<file path="config.mk">
export PLATFORM = sky130hd
export DESIGN_NAME = exec_stage_flat
export DESIGN_NICKNAME = d
export VERILOG_FILES = /design/src/rtl/exec_pkg.sv /design/src/rtl/exec_stage_if.sv /design/src/rtl/exec_stage_alu8.sv /design/src/rtl/exec_stage.sv /design/src/flat_wrapper.sv
export SDC_FILE = /design/constraint.sdc
export NUM_CORES = 1
export LEC_CHECK = 0
export CAP_MARGIN = 20
export CELL_PAD_IN_SITES_DETAIL_PLACEMENT = 0
export CELL_PAD_IN_SITES_GLOBAL_PLACEMENT = 2
export CORE_UTILIZATION = 36
export CTS_CLUSTER_SIZE = 30
export DETAILED_ROUTE_END_ITERATION = 7
export PLACE_DENSITY = 0.77
export RECOVER_POWER = 50
export SYNTH_ARGS = -nofsm -noshare
export SYNTH_HDL_FRONTEND = slang
export SYNTH_HIERARCHICAL = 1
export SYNTH_SLANG_ARGS = --single-unit
</file>
<file path="constraint.sdc">
create_clock -name clk -period 2.6 [get_ports clk]
set_input_delay 0.52 -clock clk [delete_from_list [all_inputs] [get_ports clk]]
set_output_delay 0.52 -clock clk [all_outputs]
set_load 0.05 [all_outputs]
</file>
<file path="src/rtl/exec_pkg.sv">
`default_nettype none
// ============================================================================
// Module      : exec_pkg
// Description : Shared definitions for the exec_stage ID/EX pipeline:
//               instruction field positions, opcodes, flag indices and a
//               small opcode decoder.
// Revision    : 1.0 - initial release
// ============================================================================
package exec_pkg;

    localparam int DATA_W   = 8;
    localparam int REG_AW   = 2;
    localparam int NUM_REGS = 4;
    localparam int INSTR_W  = 20;
    localparam int OP_W     = 4;
    localparam int FLAG_W   = 3;

    // Instruction field bit positions
    localparam int OP_MSB  = 19;
    localparam int OP_LSB  = 16;
    localparam int RD_MSB  = 9;
    localparam int RD_LSB  = 8;
    localparam int RS_MSB  = 1;
    localparam int RS_LSB  = 0;
    localparam int IMM_MSB = 7;
    localparam int IMM_LSB = 0;

    // Opcodes
    localparam logic [OP_W-1:0] OP_NOP  = 4'b0000;
    localparam logic [OP_W-1:0] OP_ADD  = 4'b0010;
    localparam logic [OP_W-1:0] OP_ADDI = 4'b0011;
    localparam logic [OP_W-1:0] OP_SUB  = 4'b0100;
    localparam logic [OP_W-1:0] OP_SUBI = 4'b0101;
    localparam logic [OP_W-1:0] OP_NOT  = 4'b1000;
    localparam logic [OP_W-1:0] OP_XOR  = 4'b1010;
    localparam logic [OP_W-1:0] OP_OR   = 4'b1100;
    localparam logic [OP_W-1:0] OP_AND  = 4'b1110;

    // Flag bit indices within {c,n,z}
    localparam int FLAG_C = 2;
    localparam int FLAG_N = 1;
    localparam int FLAG_Z = 0;

    // Per-opcode control bits produced by the ID stage
    typedef struct packed {
        logic legal;    // defined opcode (nop included)
        logic writes;   // writes rd at the EX edge
        logic rd_rd;    // reads register rd
        logic rd_rs;    // reads register rs
        logic use_imm;  // operand B is the immediate
    } decode_t;

    function automatic decode_t decode_op(input logic [OP_W-1:0] op);
        decode_t d;
        d = '0;
        case (op)
            OP_NOP: begin
                d.legal = 1'b1;
            end
            OP_ADD, OP_SUB, OP_XOR, OP_OR, OP_AND: begin
                d.legal  = 1'b1;
                d.writes = 1'b1;
                d.rd_rd  = 1'b1;
                d.rd_rs  = 1'b1;
            end
            OP_ADDI, OP_SUBI: begin
                d.legal   = 1'b1;
                d.writes  = 1'b1;
                d.rd_rd   = 1'b1;
                d.use_imm = 1'b1;
            end
            OP_NOT: begin
                d.legal  = 1'b1;
                d.writes = 1'b1;
                d.rd_rd  = 1'b1;
            end
            default: ;
        endcase
        return d;
    endfunction

endpackage
`default_nettype wire

</file>
<file path="src/rtl/exec_stage_if.sv">
`default_nettype none
// ============================================================================
// Module      : exec_stage_if
// Description : Fetch-side and writeback/observation signals of exec_stage.
//               master = fetch/observer side, slave = exec_stage.
// Revision    : 1.0 - initial release
// ============================================================================
interface exec_stage_if;
    import exec_pkg::*;

    logic [INSTR_W-1:0]           instruction;
    logic                         hold;
    logic                         wb_valid;
    logic [REG_AW-1:0]            wb_addr;
    logic [DATA_W-1:0]            wb_data;
    logic [FLAG_W-1:0]            flags;
    logic                         illegal;
    logic [NUM_REGS*DATA_W-1:0]   regs_flat;

    modport master (
        output instruction,
        input  hold, wb_valid, wb_addr, wb_data, flags, illegal, regs_flat
    );

    modport slave (
        input  instruction,
        output hold, wb_valid, wb_addr, wb_data, flags, illegal, regs_flat
    );
endinterface
`default_nettype wire

</file>
<file path="src/rtl/exec_stage_alu8.sv">
`default_nettype none
// ============================================================================
// Module      : alu8
// Description : Combinational 8-bit ALU. c is the carry for add/addi, the
//               borrow for sub/subi and 0 for logic ops.
// Revision    : 1.0 - initial release
// ============================================================================
module alu8
    import exec_pkg::*;
(
    input  wire logic [OP_W-1:0]   i_op,
    input  wire logic [DATA_W-1:0] i_a,
    input  wire logic [DATA_W-1:0] i_b,
    output logic      [DATA_W-1:0] o_result,
    output logic                   o_c
);

    logic [DATA_W:0] w_sum;
    logic [DATA_W:0] w_diff;

    // The 9th bit of the widened difference is set exactly when a < b
    assign w_sum  = {1'b0, i_a} + {1'b0, i_b};
    assign w_diff = {1'b0, i_a} - {1'b0, i_b};

    // Select result and carry/borrow by opcode
    always_comb begin
        o_result = '0;
        o_c      = 1'b0;
        case (i_op)
            OP_ADD, OP_ADDI: {o_c, o_result} = w_sum;
            OP_SUB, OP_SUBI: {o_c, o_result} = w_diff;
            OP_NOT:          o_result = ~i_a;
            OP_XOR:          o_result = i_a ^ i_b;
            OP_OR:           o_result = i_a | i_b;
            OP_AND:          o_result = i_a & i_b;
            default: ;
        endcase
    end

endmodule
`default_nettype wire

</file>
<file path="src/rtl/exec_stage.sv">
`default_nettype none
// ============================================================================
// Module      : exec_stage
// Description : IR latch, ID (decode + register read) and EX (ALU +
//               writeback) stages over a four-entry 8-bit register file.
//               RAW hazards are either bypassed from EX (FORWARD=1) or
//               resolved by a one-cycle hold with a bubble (FORWARD=0).
// Revision    : 1.0 - initial release
// ============================================================================
module exec_stage
    import exec_pkg::*;
#(
    parameter bit FORWARD = 1'b0
) (
    input  wire logic   clk,
    input  wire logic   reset_n,
    exec_stage_if.slave bus
);

    logic [INSTR_W-1:0] r_ir;
    logic [DATA_W-1:0]  r_rf [NUM_REGS];
    logic [FLAG_W-1:0]  r_flags;

    logic               r_ex_valid;
    logic               r_ex_ill;
    logic [OP_W-1:0]    r_ex_op;
    logic [REG_AW-1:0]  r_ex_rd;
    logic [DATA_W-1:0]  r_ex_a;
    logic [DATA_W-1:0]  r_ex_b;

    logic [OP_W-1:0]    w_op;
    logic [REG_AW-1:0]  w_rd;
    logic [REG_AW-1:0]  w_rs;
    logic [DATA_W-1:0]  w_imm;
    decode_t            w_dec;
    logic               w_hit_rd;
    logic               w_hit_rs;
    logic               w_hazard;
    logic               w_hold;
    logic               w_fwd_rd;
    logic               w_fwd_rs;
    logic [DATA_W-1:0]  w_opa;
    logic [DATA_W-1:0]  w_rs_val;
    logic [DATA_W-1:0]  w_opb;
    logic [DATA_W-1:0]  w_alu_res;
    logic               w_alu_c;
    logic               w_unused;

    // ID decode of the latched instruction
    assign w_op  = r_ir[OP_MSB:OP_LSB];
    assign w_rd  = r_ir[RD_MSB:RD_LSB];
    assign w_rs  = r_ir[RS_MSB:RS_LSB];
    assign w_imm = r_ir[IMM_MSB:IMM_LSB];
    assign w_dec = decode_op(w_op);

    // Bits between op and rd carry no meaning
    assign w_unused = ^r_ir[OP_LSB-1:RD_MSB+1];

    // RAW detection against the instruction currently in EX; flop-driven only
    assign w_hit_rd = r_ex_valid && (w_rd == r_ex_rd);
    assign w_hit_rs = r_ex_valid && (w_rs == r_ex_rd);
    assign w_hazard = (w_dec.rd_rd && w_hit_rd) || (w_dec.rd_rs && w_hit_rs);

    generate
        if (FORWARD) begin : g_bypass
            assign w_hold   = 1'b0;
            assign w_fwd_rd = w_hit_rd;
            assign w_fwd_rs = w_hit_rs;
        end else begin : g_stall
            assign w_hold   = w_hazard;
            assign w_fwd_rd = 1'b0;
            assign w_fwd_rs = 1'b0;
        end
    endgenerate

    // Operand muxes: register file or the EX result being written this cycle
    assign w_opa    = w_fwd_rd ? w_alu_res : r_rf[w_rd];
    assign w_rs_val = w_fwd_rs ? w_alu_res : r_rf[w_rs];
    assign w_opb    = w_dec.use_imm ? w_imm : w_rs_val;

    alu8 u_alu (
        .i_op     (r_ex_op),
        .i_a      (r_ex_a),
        .i_b      (r_ex_b),
        .o_result (w_alu_res),
        .o_c      (w_alu_c)
    );

    // IR latch; frozen while the ID instruction waits on a hazard
    always_ff @(posedge clk or negedge reset_n) begin
        if (!reset_n) begin
            r_ir <= '0;
        end else if (!w_hold) begin
            r_ir <= bus.instruction;
        end
    end

    // ID -> EX registers; a stall inserts a bubble
    always_ff @(posedge clk or negedge reset_n) begin
        if (!reset_n) begin
            r_ex_valid <= 1'b0;
            r_ex_ill   <= 1'b0;
            r_ex_op    <= OP_NOP;
            r_ex_rd    <= '0;
            r_ex_a     <= '0;
            r_ex_b     <= '0;
        end else if (w_hold) begin
            r_ex_valid <= 1'b0;
            r_ex_ill   <= 1'b0;
            r_ex_op    <= OP_NOP;
            r_ex_rd    <= '0;
            r_ex_a     <= '0;
            r_ex_b     <= '0;
        end else begin
            r_ex_valid <= w_dec.writes;
            r_ex_ill   <= !w_dec.legal;
            r_ex_op    <= w_dec.writes ? w_op : OP_NOP;
            r_ex_rd    <= w_rd;
            r_ex_a     <= w_opa;
            r_ex_b     <= w_opb;
        end
    end

    // EX writeback into the register file and flags
    always_ff @(posedge clk or negedge reset_n) begin
        if (!reset_n) begin
            for (int i = 0; i < NUM_REGS; i++) begin
                r_rf[i] <= '0;
            end
            r_flags <= '0;
        end else if (r_ex_valid) begin
            r_rf[r_ex_rd]   <= w_alu_res;
            r_flags[FLAG_C] <= w_alu_c;
            r_flags[FLAG_N] <= w_alu_res[DATA_W-1];
            r_flags[FLAG_Z] <= (w_alu_res == '0);
        end
    end

    assign bus.hold      = w_hold;
    assign bus.wb_valid  = r_ex_valid;
    assign bus.wb_addr   = r_ex_rd;
    assign bus.wb_data   = w_alu_res;
    assign bus.flags     = r_flags;
    assign bus.illegal   = r_ex_ill;
    assign bus.regs_flat = {r_rf[3], r_rf[2], r_rf[1], r_rf[0]};

endmodule
`default_nettype wire
</file>
<file path="src/flat_wrapper.sv">
// flat-port wrapper written by rule: the top's interface ports become plain ports
module exec_stage_flat import exec_pkg::*;
#(
    parameter bit FORWARD = 1'b0
)
  (clk, reset_n, bus_instruction, bus_hold, bus_wb_valid, bus_wb_addr, bus_wb_data, bus_flags, bus_illegal, bus_regs_flat);
  exec_stage_if bus_i ();
  input  wire logic clk;
  input  wire logic reset_n;
  input wire logic [$bits(bus_i.instruction)-1:0] bus_instruction;
  output wire logic [$bits(bus_i.hold)-1:0] bus_hold;
  output wire logic [$bits(bus_i.wb_valid)-1:0] bus_wb_valid;
  output wire logic [$bits(bus_i.wb_addr)-1:0] bus_wb_addr;
  output wire logic [$bits(bus_i.wb_data)-1:0] bus_wb_data;
  output wire logic [$bits(bus_i.flags)-1:0] bus_flags;
  output wire logic [$bits(bus_i.illegal)-1:0] bus_illegal;
  output wire logic [$bits(bus_i.regs_flat)-1:0] bus_regs_flat;
  assign bus_i.instruction = bus_instruction;
  assign bus_hold = bus_i.hold;
  assign bus_wb_valid = bus_i.wb_valid;
  assign bus_wb_addr = bus_i.wb_addr;
  assign bus_wb_data = bus_i.wb_data;
  assign bus_flags = bus_i.flags;
  assign bus_illegal = bus_i.illegal;
  assign bus_regs_flat = bus_i.regs_flat;
  exec_stage #(.FORWARD(FORWARD)) u_core (.clk(clk), .reset_n(reset_n), .bus(bus_i));
endmodule
</file>
Word-level counts from Yosys, hierarchy flattened
Cells that the tools add are included.

storage, ports and cells
  word-level logic and storage cells = 81
  output and inout bits = 48
  register bits = 79

operators by class
  mux-type cells = 23
  equality and inequality tests = 18
  reduce and logical (&&, ||, !) cells = 15
  add/subtract/negate cells = 2
  bitwise logic cells = 7
  $lt $le $gt $ge = 4

operators by type and width
  operator            number
  $mux 8              8
  $pmux 8 s6          1
  $bmux 8 s2          2
  $bwmux 32           1
  $eq 4x4->1 const B  8
  $demux 8 s2         1
  $eq 4x2->1 const B  4
  $eq 4x3->1 const B  4
  $add 8x8->9         1
  $ge 3x3->1 const B  3
  $not 2->3           3
  $reduce_or 9->1     1
  $sub 8x8->9         1
  $and 8x8->8         1
  $logic_not 8->1     1
  $mux 4              2
  $not 8->8           1
  $or 8x8->8          1
  $reduce_or 8->1     1
  $xor 8x8->8         1
  $reduce_or 2->1     3
  $logic_and 1x1->1   5
  $mux 1              5
  $reduce_or 5->1     1
  7 further kinds     9

Logic depth before layout (Yosys ltp)
Gate-level depths: netlist (run 1).

  word-level depth = 6
  mapped depth = 11
  gate-level depth less buffers = 11

Modules after synthesis
Netlist (run 1), hierarchy kept.

modules (own cells, without submodules)
  module      area each (um^2)  cells each  times used
  exec_stage  3194.3            214         1
  alu8        1177.4            156         1

Worst setup path after synthesis (run 1)
OpenSTA, ideal clock, no wires.

  path type = flip-flop to output port
  start = reg u_core.r_ex_a[1]
  end = out bus_wb_data[7]
  data required time = 2080 ps
  setup slack = -823 ps
  data arrival time = 2903 ps
  stages on the path, launching flop included = 8
  path through = dfrtp_1 inv_1 ha_1 a211oi_1 o21bai_1 a31oi_1 a221oi_1 o21ai_0

on the way
  cells in the longest elaborated chain, start to end = 2
  elaborated cells between the ends (all ways) = 3
  those cells by class = add/sub (2); mux (1)

ends and longest elaborated chain
  element                                     RTL line                                      text
  from (decl)                                 exec_stage.sv:28                              logic [DATA_W-1:0] r_ex_a;
  from (signal assigned)                      exec_stage.sv:119                             r_ex_a <= w_opa;
  $sub 8x8->9 or $add 8x8->9 (tied branches)  exec_stage_alu8.sv:23, exec_stage_alu8.sv:22
  $pmux 8 s6 (*)                              exec_stage_alu8.sv:29                         case (i_op)
  to (decl)                                   flat_wrapper.sv:14                            output wire logic [$bits(bus_i.wb_data)-1:0] bus_wb_data;

Mark *: on every way between the ends. The rest lies on a longest branch, timed or not.

Final worst setup path (run 1)
  start = reg u_core.r_ex_b[0]
  end = out bus_wb_data[6]

on the way
  cells in the longest elaborated chain, start to end = 2
  elaborated cells between the ends (all ways) = 3
  those cells by class = add/sub (2); mux (1)

ends and longest elaborated chain
  element                                     RTL line                                      text
  from (decl)                                 exec_stage.sv:29                              logic [DATA_W-1:0] r_ex_b;
  from (signal assigned)                      exec_stage.sv:120                             r_ex_b <= w_opb;
  $sub 8x8->9 or $add 8x8->9 (tied branches)  exec_stage_alu8.sv:23, exec_stage_alu8.sv:22
  $pmux 8 s6 (*)                              exec_stage_alu8.sv:29

Marked as above.

==> impl_metrics.csv, run 1 <==
group,metric,value,unit
run_status,status,"finished, violations left",
run_status,violations,"design-rule violations, max-capacitance violations, max-slew violations, negative setup slack",
drt,wl_per_cell,18.4,um
synthesis,seq_area_frac_synth,41.8,%
cells_and_area,area_delta_synth_final,40.6,%
synthesis,ys_top_cells_by_count,"73 x dfrtp_1, 49 x mux2_2, 32 x inv_1, 27 x nor2_1, 25 x ha_1",
cells_and_area,nFillCells,1029,
timing,rsz0062_at_grt,"true",
floorplan,die_area,0.0126,mm^2
synthesis,ys_ff_latch,73,
floorplan,die_w,112,um
timing,fin_skew,0.00483,ns
timing,hold_violations,0,
global_routing,grt_usage,19.3,%
cells_and_area,final_util,52.9,%
timing,setup_viol,6,
floorplan,ios,70,
worst_setup_path,worstSetupPathType,"register to primary output",
synthesis,netlist_area,0.00437,mm^2
hold_path,hold_path_class,"register to register",
clock_network,clock-sinks,73,
timing,slew_viol_final,74,
placed_design,portBuffers,63,
floorplan,fp.dieH,112,um
synthesis,synth_top_area_cell,"dfrtp_1",
synthesis,yosys_warnings,6,
global_routing,antenna_found_initial,0,
global_routing,grt_pass1_wl,18500,um
worst_setup_path,startpoint_type,"register",
timing,finalCriticalPeriod,2.95,ns
cells_and_area,drive_gt1_share,39.1,%
worst_setup_path,rr_worst_depth,12,
worst_setup_path,critPathCaptureType,"primary output",
clock_network,htreeDepth,3,
drt,drt_wl_total,11700,um
floorplan,core_area,0.0116,mm^2
drt,antenna_left,0,
clock_network,cts_max_path_buffers,2,
clock_network,hold_buffers,0,
hold_path,whs_path_depth,1,
drt,dr.first_iter.drc_count,160,
drt,drc_errors,1,
worst_setup_path,crit_required,2.08,ns
timing,setup_ws,-0.349,ns
synthesis,syn_nets,419,
placed_design,gp_congestion,0.798,
flow_run,max_cap_viol_count,1,
synthesis,syn_inst,370,
floorplan,rows,39,
global_routing,globalRouteOverflowTotal,0,
clock_network,clk_pin_slew,0.05,ns
synthesis,ys.flop_type,"dfrtp_1",
worst_setup_path,crit_fanout,3,
timing,tightest_slew,1.79,ns
clock_network,cts_root_buf,"clkbuf_16",
global_routing,grt_pass1_vias,3425,
synthesis,synth-edff-count,0,
timing,fin_crit_sh,113,%
clock_network,numCtsBuffers,9,
synthesis,synth_cell_type_count,52,
timing,max_freq,339,MHz
placed_design,hpwl,8250,um
cells_and_area,fin_nets,537,
drt,drtPass1Iterations,8,
cells_and_area,insertedDiodeCount,0,
floorplan,initial_core_util,37.6,%
drt,vias_per_cell,5.30,
timing,slew_headroom,-19.3,%
synthesis,avgSynthCellArea,11.8,um^2
clock_network,clock_latency,0.33,ns
worst_setup_path,crit_arrival,2.43,ns
synthesis,synth-async-reset-ratio,100,%
synthesis,synth_area_leaders,"dfrtp_1 42%, mux2_2 13%, mux4_2 9.3%",
drt,num_vias,3369,
clock_network,cts_tree,"built",
global_routing,grt_max_degree,74,
synthesis,yosysMostFrequentCell,"dfrtp_1",
synthesis,yosysTopAreaCellShare,41.8,%
==> cell type report <==
class	instances	area [um^2]	area share [%]
clock buffer	14	264	4.30
inverter	33	124	2.02
sequential	73	1830	29.8
tap	143	179	2.91
timing repair buffer	124	1170	19.1
multi-input combinational	247	2560	41.7
clock inverter	2	12.5	0.204
==> path summary, 6_finish.rpt <==
check / start / endpoint / slack [ns]
max in group asynchronous: reset_n / u_core/r_ex_b[0]$_DFF_PN0_ / 0.67
max reg2reg: u_core/r_ex_b[0]$_DFF_PN0_ / u_core/bus.regs_flat[15]$_DFFE_PN0P_ / 0.03
min: u_core/r_ir[3]$_DFFE_PN0N_ / u_core/r_ir[3]$_DFFE_PN0N_ / 0.50
min in group asynchronous: reset_n / u_core/bus.illegal$_DFF_PN0_ / 0.76
max: u_core/r_ex_b[0]$_DFF_PN0_ / bus_wb_data[6] / -0.35
min reg2reg: u_core/r_ir[3]$_DFFE_PN0N_ / u_core/r_ir[3]$_DFFE_PN0N_ / 0.50
==> worst max-delay path, stage by stage (launching register included) <==
cell and delay (ns):
dfrtp_2 0.44, ha_4 0.18, fa_2 0.35, a21o_1 0.23, a221oi_4 0.32, buf_4 0.17, o32a_1 0.14, a21oi_2 0.10
buf_12 0.17
==> flip-flops by register name (all words and copies together) (netlist names) <==
name and count:
u_core/r_ex_b 8, u_core/bus.flags 3, u_core/bus.illegal 1, u_core/bus.wb_addr 2, u_core/r_ex_op 4, u_core/bus.regs_flat 32
u_core/bus.wb_valid 1, u_core/r_ex_a 8, u_core/r_ir 14
==> cell usage in the layout, fill, tap and decap left out, types with 7 or more instances in the layout <==
master           count
clkbuf_16            9
nand2_1             14
mux4_2              18
dfrtp_1             71
clkdlybuf4s50_1     53
nor2b_1             12
mux2i_1             10
inv_1               29
ha_1                15
buf_12               9
nor2_1              24
mux2_2              49
buf_4               54
a21oi_1              7
==> metal layers <==
| metal | vias to the layer above | part of all wire (%) | global-route usage (%) |
|---|---|---|---|
| met5 | - | 0 | 0 |
| met4 | 0 | 1.2 | 6.04 |
| met3 | 13 | 4.0 | 3.29 |
| met2 | 70 | 48 | 31.3 |
| met1 | 1712 | 47 | 26.6 |
| li1 | 1574 | - | - |
==> what timing repair did <==
item                       CTS  global route
pin swaps                    7            11
setup endpoints to repair   12            17
gates resized for setup     17            30
buffers inserted             3             7
==> metrics by stage <==
stage          hold WS (ns)  worst slack, ns  cell area (um^2)  TNS, ns  cells
2_1_floorplan         0.224          -0.0813              4410   -0.135    370
3_3_place_gp          0.488           -0.153              5600   -0.421    610
3_5_place_dp          0.496           -0.199              5600   -0.708    610
4_1_cts               0.213           -0.366              5980    -1.55    629
5_1_grt               0.535           -0.430              6140    -2.80    636
6_report              0.505           -0.349              6140    -1.61    636
==> kinds of logic (layout without fill, tap and decap cells) <==
family	Yosys count	count (layout)	synth area share, %
AND/OR/NAND/NOR	77	77	8.73
XOR/XNOR	8	8	1.60
adder cells (fa/ha/maj)	27	27	8.07
AO/OA/AOI/OAI	56	56	9.24
multiplexers	79	79	25.4
buffers and inverters	50	173	5.18
flip-flops	73	73	41.8
Power of run 1 is not shown: default switching activity piles up to over one toggle a cycle in this logic, so the estimate is an artifact.
==> run 2: changes to the inputs <==
--- a/config.mk
+++ b/config.mk
@@ -5,7 +5,6 @@
 export SDC_FILE = /design/constraint.sdc
 export NUM_CORES = 1
 export LEC_CHECK = 0
-export CAP_MARGIN = 20
 export CELL_PAD_IN_SITES_DETAIL_PLACEMENT = 0
 export CELL_PAD_IN_SITES_GLOBAL_PLACEMENT = 2
 export CORE_UTILIZATION = 36
==> results of run 2 <==
No change in the layout: final DEF, timing and power equal those of run 1.
Power of run 2 is left out for the same reason.
